$ cat config.mk
export PLATFORM = sky130hd
export DESIGN_NAME = apb4_master
export DESIGN_NICKNAME = d
export VERILOG_FILES = /design/src/rtl/apb4_pkg.sv /design/src/rtl/apb4_watchdog.sv /design/src/rtl/apb4_master.sv
export SDC_FILE = /design/constraint.sdc
export NUM_CORES = 1
export LEC_CHECK = 0
export ABC_AREA = 1
export CAP_MARGIN = 25
export CORE_MARGIN = 2
export CORE_UTILIZATION = 45
export DETAILED_ROUTE_END_ITERATION = 8
export PLACE_DENSITY = 0.8
export RECOVER_POWER = 50
export SYNTH_ARGS = -nofsm -noshare
export SYNTH_HDL_FRONTEND = slang
export SYNTH_HIERARCHICAL = 1
export SYNTH_SLANG_ARGS = --single-unit
$ cat constraint.sdc
create_clock -name PCLK -period 2.1 [get_ports PCLK]
set_input_delay 0.42 -clock PCLK [delete_from_list [all_inputs] [get_ports PCLK]]
set_output_delay 0.42 -clock PCLK [all_outputs]
set_load 0.01 [all_outputs]
$ cat src/rtl/apb4_pkg.sv
// Shared APB4 initiator types: FSM states, PPROT bit positions,
// and a default-width request bundle for integrators.
package apb4_pkg;

   typedef enum logic [1:0] {
      ST_IDLE   = 2'd0,
      ST_SETUP  = 2'd1,
      ST_ACCESS = 2'd2
   } apb_state_e;

   localparam int PPROT_PRIVILEGED  = 0;
   localparam int PPROT_NONSECURE   = 1;
   localparam int PPROT_INSTRUCTION = 2;

   localparam int REQ_ADDR_W = 8;
   localparam int REQ_DATA_W = 8;

   typedef struct packed {
      logic [REQ_ADDR_W-1:0]   addr;
      logic                    write;
      logic [REQ_DATA_W-1:0]   wdata;
      logic [REQ_DATA_W/8-1:0] strb;
      logic [2:0]              prot;
   } apb_req_t;

endpackage

$ cat src/rtl/apb4_watchdog.sv
// Stall watchdog: counts stalled ACCESS cycles, saturates at TIMEOUT,
// raises a sticky flag. Ports: clk_i, rst_ni, restart_i, stall_i, clr_i, timeout_o.
module apb4_watchdog
   import apb4_pkg::*;
#(
   parameter int TIMEOUT = 256
) (
   input  logic clk_i,
   input  logic rst_ni,
   input  logic restart_i,
   input  logic stall_i,
   input  logic clr_i,
   output logic timeout_o
);

   localparam int CW = (TIMEOUT > 0) ? $clog2(TIMEOUT + 1) : 1;
   localparam logic [CW-1:0] LIMIT = CW'(TIMEOUT);

   logic [CW-1:0] cnt_q, cnt_d;
   logic          flag_q, flag_d;
   logic          hit;

   always_comb begin
      cnt_d = cnt_q;
      hit   = 1'b0;
      if (restart_i) begin
         cnt_d = '0;
      end else if (stall_i && (TIMEOUT != 0)) begin
         if (cnt_q != LIMIT) cnt_d = cnt_q + 1'b1;
         // Saturated counter keeps re-asserting the set so it beats a clear
         hit = (cnt_d == LIMIT);
      end
      flag_d = hit ? 1'b1 : (clr_i ? 1'b0 : flag_q);
   end

   always_ff @(posedge clk_i) begin
      if (!rst_ni) begin
         cnt_q  <= '0;
         flag_q <= 1'b0;
      end else begin
         cnt_q  <= cnt_d;
         flag_q <= flag_d;
      end
   end

   assign timeout_o = flag_q;

endmodule

$ cat src/rtl/apb4_master.sv
// APB4 initiator: valid/ready request -> SETUP/ACCESS transfer -> 1-cycle response.
// Ports: req_* in, rsp_* out, timeout/timeout_clr, APB4 P* bus signals.
module apb4_master
   import apb4_pkg::*;
#(
   parameter int PADDR_SIZE = 8,
   parameter int PDATA_SIZE = 8,
   parameter int TIMEOUT    = 256
) (
   input  logic                    PCLK,
   input  logic                    PRESETn,
   input  logic                    req_valid,
   output logic                    req_ready,
   input  logic [PADDR_SIZE-1:0]   req_addr,
   input  logic                    req_write,
   input  logic [PDATA_SIZE-1:0]   req_wdata,
   input  logic [PDATA_SIZE/8-1:0] req_strb,
   input  logic [2:0]              req_prot,
   output logic                    rsp_valid,
   output logic [PDATA_SIZE-1:0]   rsp_rdata,
   output logic                    rsp_err,
   output logic                    timeout,
   input  logic                    timeout_clr,
   output logic                    PSEL,
   output logic                    PENABLE,
   output logic                    PWRITE,
   output logic [PADDR_SIZE-1:0]   PADDR,
   output logic [PDATA_SIZE-1:0]   PWDATA,
   output logic [PDATA_SIZE/8-1:0] PSTRB,
   output logic [2:0]              PPROT,
   input  logic [PDATA_SIZE-1:0]   PRDATA,
   input  logic                    PREADY,
   input  logic                    PSLVERR
);

   apb_state_e state_q, state_d;

   logic                    accept, done;
   logic                    psel_d, penable_d;
   logic [PADDR_SIZE-1:0]   paddr_q;
   logic                    pwrite_q;
   logic [PDATA_SIZE-1:0]   pwdata_q;
   logic [PDATA_SIZE/8-1:0] pstrb_q;
   logic [2:0]              pprot_q;
   logic                    rsp_valid_q, rsp_err_q;
   logic [PDATA_SIZE-1:0]   rsp_rdata_q;

   // Ready is combinational from PREADY so a new request can ride the
   // completion edge and go straight back to SETUP.
   assign req_ready = PRESETn &
                      ((state_q == ST_IDLE) |
                       ((state_q == ST_ACCESS) & PREADY));
   assign accept = req_valid & req_ready;
   assign done   = (state_q == ST_ACCESS) & PREADY;

   always_comb begin
      state_d   = state_q;
      psel_d    = 1'b0;
      penable_d = 1'b0;
      unique case (state_q)
         ST_IDLE: begin
            if (accept) state_d = ST_SETUP;
         end
         ST_SETUP: begin
            psel_d  = 1'b1;
            state_d = ST_ACCESS;
         end
         ST_ACCESS: begin
            psel_d    = 1'b1;
            penable_d = 1'b1;
            if (PREADY) state_d = accept ? ST_SETUP : ST_IDLE;
         end
         default: state_d = ST_IDLE;
      endcase
   end

   always_ff @(posedge PCLK) begin
      if (!PRESETn) state_q <= ST_IDLE;
      else          state_q <= state_d;
   end

   always_ff @(posedge PCLK) begin
      if (!PRESETn) begin
         paddr_q  <= '0;
         pwrite_q <= 1'b0;
         pwdata_q <= '0;
         pstrb_q  <= '0;
         pprot_q  <= '0;
      end else if (accept) begin
         paddr_q  <= req_addr;
         pwrite_q <= req_write;
         pwdata_q <= req_write ? req_wdata : '0;
         pstrb_q  <= req_write ? req_strb : '0;
         pprot_q  <= req_prot;
      end
   end

   always_ff @(posedge PCLK) begin
      if (!PRESETn) begin
         rsp_valid_q <= 1'b0;
         rsp_rdata_q <= '0;
         rsp_err_q   <= 1'b0;
      end else begin
         rsp_valid_q <= done;
         if (done) begin
            rsp_rdata_q <= pwrite_q ? '0 : PRDATA;
            rsp_err_q   <= PSLVERR;
         end
      end
   end

   apb4_watchdog #(
      .TIMEOUT (TIMEOUT)
   ) u_wdog (
      .clk_i     (PCLK),
      .rst_ni    (PRESETn),
      .restart_i (accept),
      .stall_i   ((state_q == ST_ACCESS) & ~PREADY),
      .clr_i     (timeout_clr),
      .timeout_o (timeout)
   );

   assign PSEL      = psel_d;
   assign PENABLE   = penable_d;
   assign PWRITE    = pwrite_q;
   assign PADDR     = paddr_q;
   assign PWDATA    = pwdata_q;
   assign PSTRB     = pstrb_q;
   assign PPROT     = pprot_q;
   assign rsp_valid = rsp_valid_q;
   assign rsp_rdata = rsp_rdata_q;
   assign rsp_err   = rsp_err_q;

endmodule

**Word-level counts from Yosys, hierarchy flattened**

Index checks and enable logic that the tools add are counted.

- Add/subtract/negate cells: 1
- $mul: 0
- Div/mod/pow operators: 0
- Order comparisons: 0
- Eq/ne operators: 6
- Shifts and indexed selects: 0
- Mux-type cells: 16
- Bitwise operators: 7
- Reduce and logical (&&, ||, !) cells: 5

Operators with widths:

| operator | count |
|---|---|
| 9-bit 2-to-1 mux | 3 |
| 8-bit 2-to-1 mux | 2 |
| 9-bit by 1-bit adder with 9-bit output (second input constant) | 1 |
| 9-bit == test (second input constant) | 1 |
| 9-bit inequality test (second input constant) | 1 |
| 1-bit 2-to-1 mux | 8 |
| 2-bit case mux with 3 select lines | 1 |
| 1-bit AND | 4 |
| 2-bit 2-to-1 mux | 2 |
| 2-bit inequality test (second input constant) | 2 |
| 2-bit OR reduction | 2 |
| 2-bit by 1-bit == test with 1-bit output (second input constant) | 1 |
| 2-bit == test (second input constant) | 1 |
| 2-bit zero test | 1 |
| 1-bit NOT | 2 |
| 2-bit AND reduction | 1 |
| 2-bit nonzero test | 1 |
| 1-bit bitwise OR | 1 |

- Register bits: 43
- Bits in latches: 0
- Memory bits (writable): 0
- Bits in read-only memories: 0
- Input port bits: 35
- Logic and storage cells: 46
- Memories kept: 0

**Depth between registers and ports, before layout**

- Depth after elaboration: 10
- Gate-level depth with buffers: 12
- Mapped depth without buffers: 11

**By module**

Netlist, hierarchy kept.

Modules (own cells, without submodules):

| module | times used | cells an instance | area an instance (um2) |
|---|---|---|---|
| apb4_master | 1 | 162 | 1282.5 |
| apb4_watchdog | 1 | 107 | 695.7 |

**Least setup slack after synthesis**

OpenSTA, ideal clock, no wires.

- Kind: register -> register
- Start point: register state_q[0]
- End point: register u_wdog.cnt_q[0]
- Library setup time: 0.070 ns
- Arrival: 1.699 ns
- Required time: 2.030 ns
- Path slack: 0.331 ns
- Cell stages (with the launch flop): 11
- Clock period less this slack: 1.769 ns
- Path through: dfxtp_1 inv_1 ha_1 nand2_1 a21oi_2 nand2_2 inv_2 buf_6 nor2_1 o21ai_0 a21oi_1

- Word-level cells in the longest chain between the ends: 6
- Elaborated cells on any way between the ends: 8
- Classes of those cells: eq/ne: 1; bitwise: 5; reduce/logical: 2

RTL lines:

| element | RTL line | text |
|---|---|---|
| from (decl) | apb4_master.sv:36 | `apb_state_e state_q, state_d;` |
| from (signal assigned) | apb4_master.sv:79 | `else state_q <= state_d;` |
| 2-bit == test | apb4_master.sv:52 | `((state_q == ST_ACCESS) & PREADY));` |
| 1-bit AND | apb4_master.sv:52 |  |
| 1-bit bitwise OR * | apb4_master.sv:51 | `((state_q == ST_IDLE) \|` |
| 1-bit AND * | apb4_master.sv:50 | `assign req_ready = PRESETn &` |
| 1-bit AND * | apb4_master.sv:53 | `assign accept = req_valid & req_ready;` |
| via accept | apb4_master.sv:38 | `logic accept, done;` |
| 2-bit OR reduction (no line) * | -- |  |
| to (signal assigned) | apb4_watchdog.sv:41 | `cnt_q <= cnt_d;` |
| to (decl) | apb4_watchdog.sv:19 | `logic [CW-1:0] cnt_q, cnt_d;` |

The timed path passes the listed nets; every way through them passes the cells marked *.
A chain may end at the register's enable or synchronous reset.

**Worst setup path in the final report**

- Start point: register state_q[0]
- End point: output port PSEL

- Word-level cells in the longest chain between the ends: 3
- Elaborated cells on any way between the ends: 4
- Classes of those cells: eq/ne: 2; mux: 1; reduce/logical: 1

RTL lines:

| element | RTL line | text |
|---|---|---|
| 2-bit == test / 2-bit by 1-bit == test with 1-bit output (equally long branches) | apb4_master.sv:60 | `unique case (state_q)` |
| 2-bit OR reduction (no line) * | -- |  |
| 1-bit 2-to-1 mux * | apb4_master.sv:60 |  |
| to (decl) | apb4_master.sv:24 | `output logic PSEL,` |

Mark *: on every way between the ends. The rest lies on a longest branch, timed or not.

==> metrics <==
status complete, no violations; Top Family by Delay on Critical Path buffers and inverters; storage element area 860.8 um2; max_slew headroom 0.6362; I/O Pins 70; DRT antenna net count 0; ANT cells 0; Seq cells post-synth 43; Vias 1,960; DIE HEIGHT 70.30 um; CP peak stage delay 0.54 ns; Area growth, synth to finish 43.20%; wire per inst 11.84 um; vias in the first global route 1,786; CP max-delay cell clkdlybuf4s50_1; largest net degree at the start of global routing 25; first-pass GRT wire length 7.831 mm; initial core utilization 0.4607; layout cells sized above 1 0.1047; Area contributors post-synth dfxtp_1 44%, nand2_1 14%, nand3_1 9.1%, inv_1 4.9%, a21oi_1 3.8%; Fill cells 397; # nets final 384; mean post-synth cell area 7.354 um2; RSZ-0062 raised after global routing false; Lkg Pwr 1.322 nW; RD Place Congestion 0.8544; placed cell area 2748 um2; Max FO, Critical Path 4; clock-pin slew on the worst setup and hold paths 0.08 ns; Row Count 24; final WL 4.688 mm; VDD IR max 0.4354 mV; cts bufs inserted 5; Worst Hold Class register to register; post-DP HPWL 3.515 mm; Worst-Skew Late Latency 0.29 ns; startpoint types register; PwrDens 719.9 nW/um2; Worst Setup Path Type register to primary output; leading area contributor after synthesis dfxtp_1; GRT overflow 0; DRC 0; main combinational cell family by area after synthesis simple AND/OR/NAND/NOR gates; Synth Area in Adders 0.03795; multiplexer area fraction after synthesis 0; die area 4942 um2; Multi-input gate area 944.7 um2; # Max-Cap Violations 0; GRT Overall Usage 0.1971; CP arrival 1.57 ns; CTS sink cnt 43; CTS root buf clkbuf_8; H-tree Lvls 2; synth warn 6; initial detailed-routing violation count 86; drt first pass iters 4; PortBufs 69; Buf+Inv Stages, Crit Path 2; hold_buf cts 0; setup violators final 0; fin crit share 0.9481; Worst-Margin Slew 0.5458 ns; Hold Vio Cnt, Final 0; compound-gate portion of the synthesized area 0.09171; Synth Area in XOR/XNOR 0.01328; initial antenna violation count 0; TNS Setup 0 ns; Yosys cell types 25; top-area cell type share of the netlist area 0.4352; CTS max path bufs 2; Seq/Total Area, Yosys 0.4352; skew final 0.006380 ns; Post-Syn Instances 269; Mapped Area 1978 um2; fin crit period 1.991 ns; fmax 502.2 MHz; simple-gate share of the synthesized area 0.3321; width of the die 70.30 um; Post-Layout Inst Area 2833 um2; Worst Setup End Kind primary output; vias per inst 4.949; Slew Viols, Final 0; CP Cell Sequence inv_1 > ha_1 > clkdlybuf4s50_1; Net Count, Synth 310; CP required 1.68 ns; Final Core Density 0.6597; Core Area 4294 um2; clock tree from TritonCTS done
-- area by class of cell --
class / count / share of cell area
multi-input cells: 183 / 0.3335
flip-flops and latches: 43 / 0.3039
repair buffers: 79 / 0.2686
inverters: 31 / 0.04108
clock buffers: 6 / 0.02562
well taps: 52 / 0.02297
clock inverters: 2 / 0.004417
-- worst min-delay path, stage by stage, from the launching register on --
cell and delay [ns]:
dfxtp_1 0.31, nand3_1 0.07, nand2_1 0.04
-- synth_stat cells, drive strengths merged --
cell / number
nand2: 78
dfxtp: 43
nand3: 37
inv: 31
nor2: 19
a21oi: 17
nand4: 10
buf: 7
ha: 6
o211ai: 6
clkbuf: 5
o21ai: 5
xor2: 3
a21boi: 1
o21bai: 1
-- repair_timing --
| item | CTS | global route |
|---|---|---|
| endpoints found under the setup margin | 1 | 0 |
| buffers inserted | 0 | 0 |
| gates resized for setup | 2 | 0 |
-- final timing paths --
check	slack, ns	start	to	cells after the start
min reg2reg	0.46	PPROT[0]	PPROT[0]	2
min	0.46	PPROT[0]	PPROT[0]	2
max	0.11	state_q[0]	PSEL	3
max reg2reg	0.31	state_q[0]	rsp_rdata[6]	7
-- placed cells by master, fill, tap and decap left out, drive strengths merged --
master / n
o21bai: 1
nand4: 10
nor2: 19
buf: 9
o211ai: 6
nand3: 37
xor2: 3
inv: 31
clkinvlp: 1
o21ai: 5
clkinv: 1
dfxtp: 43
clkbuf: 7
a21oi: 17
clkdlybuf4s50: 39
ha: 6
nand2: 78
a21boi: 1
dlygate4sd3: 29
dlygate4sd2: 1
-- flip-flops by register name (all words and copies together), names as in the netlist --
name and cells:
u_wdog/cnt_q 9, PADDR 8, PWDATA 8, rsp_rdata 8, PPROT 3, state_q 2
PSTRB 1, PWRITE 1, rsp_err 1, rsp_valid 1, u_wdog/timeout_o 1
-- cells by family (layout without fill, tap and decap cells) --
logic type	after synthesis	in the layout
buffers and inverters	43	118
adder cells (fa/ha/maj)	6	6
XOR/XNOR	3	3
AO/OA/AOI/OAI	30	30
AND/OR/NAND/NOR	144	144
flip-flops	43	43
-- power breakdown --
group	total (mW)	switching (mW)	internal [mW]	leakage (nW)
registers	0.941	0.0486	0.893	0.350
logic	0.593	0.310	0.283	0.932
clock network	0.505	0.273	0.232	0.0412
-- per-layer routing --
layer	track usage	up-vias	share of wire	wire [um]
li1	-	1020	-	-
met1	0.2282	882	0.43	2039
met2	0.3438	56	0.49	2315
met3	0.06061	2	0.065	303
met4	0.06410	0	0.0062	29
met5	0	-	0	0
-- through the flow --
| stage | hold WS (ns) | setup WS [ns] | instances | power, mW |
|---|---|---|---|---|
| after global routing | 0.4814 | 0.02843 | 396 | 2.173 |
| after floorplan | 0.4839 | 0.3308 | 269 | 1.284 |
| final | 0.4628 | 0.1089 | 396 | 2.039 |
| after detailed placement | 0.4568 | -0.1324 | 388 | 1.574 |
| after global placement | 0.4513 | -0.1400 | 388 | 1.561 |
| after CTS | 0.4677 | 0.08500 | 396 | 2.091 |
Power figures use the tool's default switching activity.
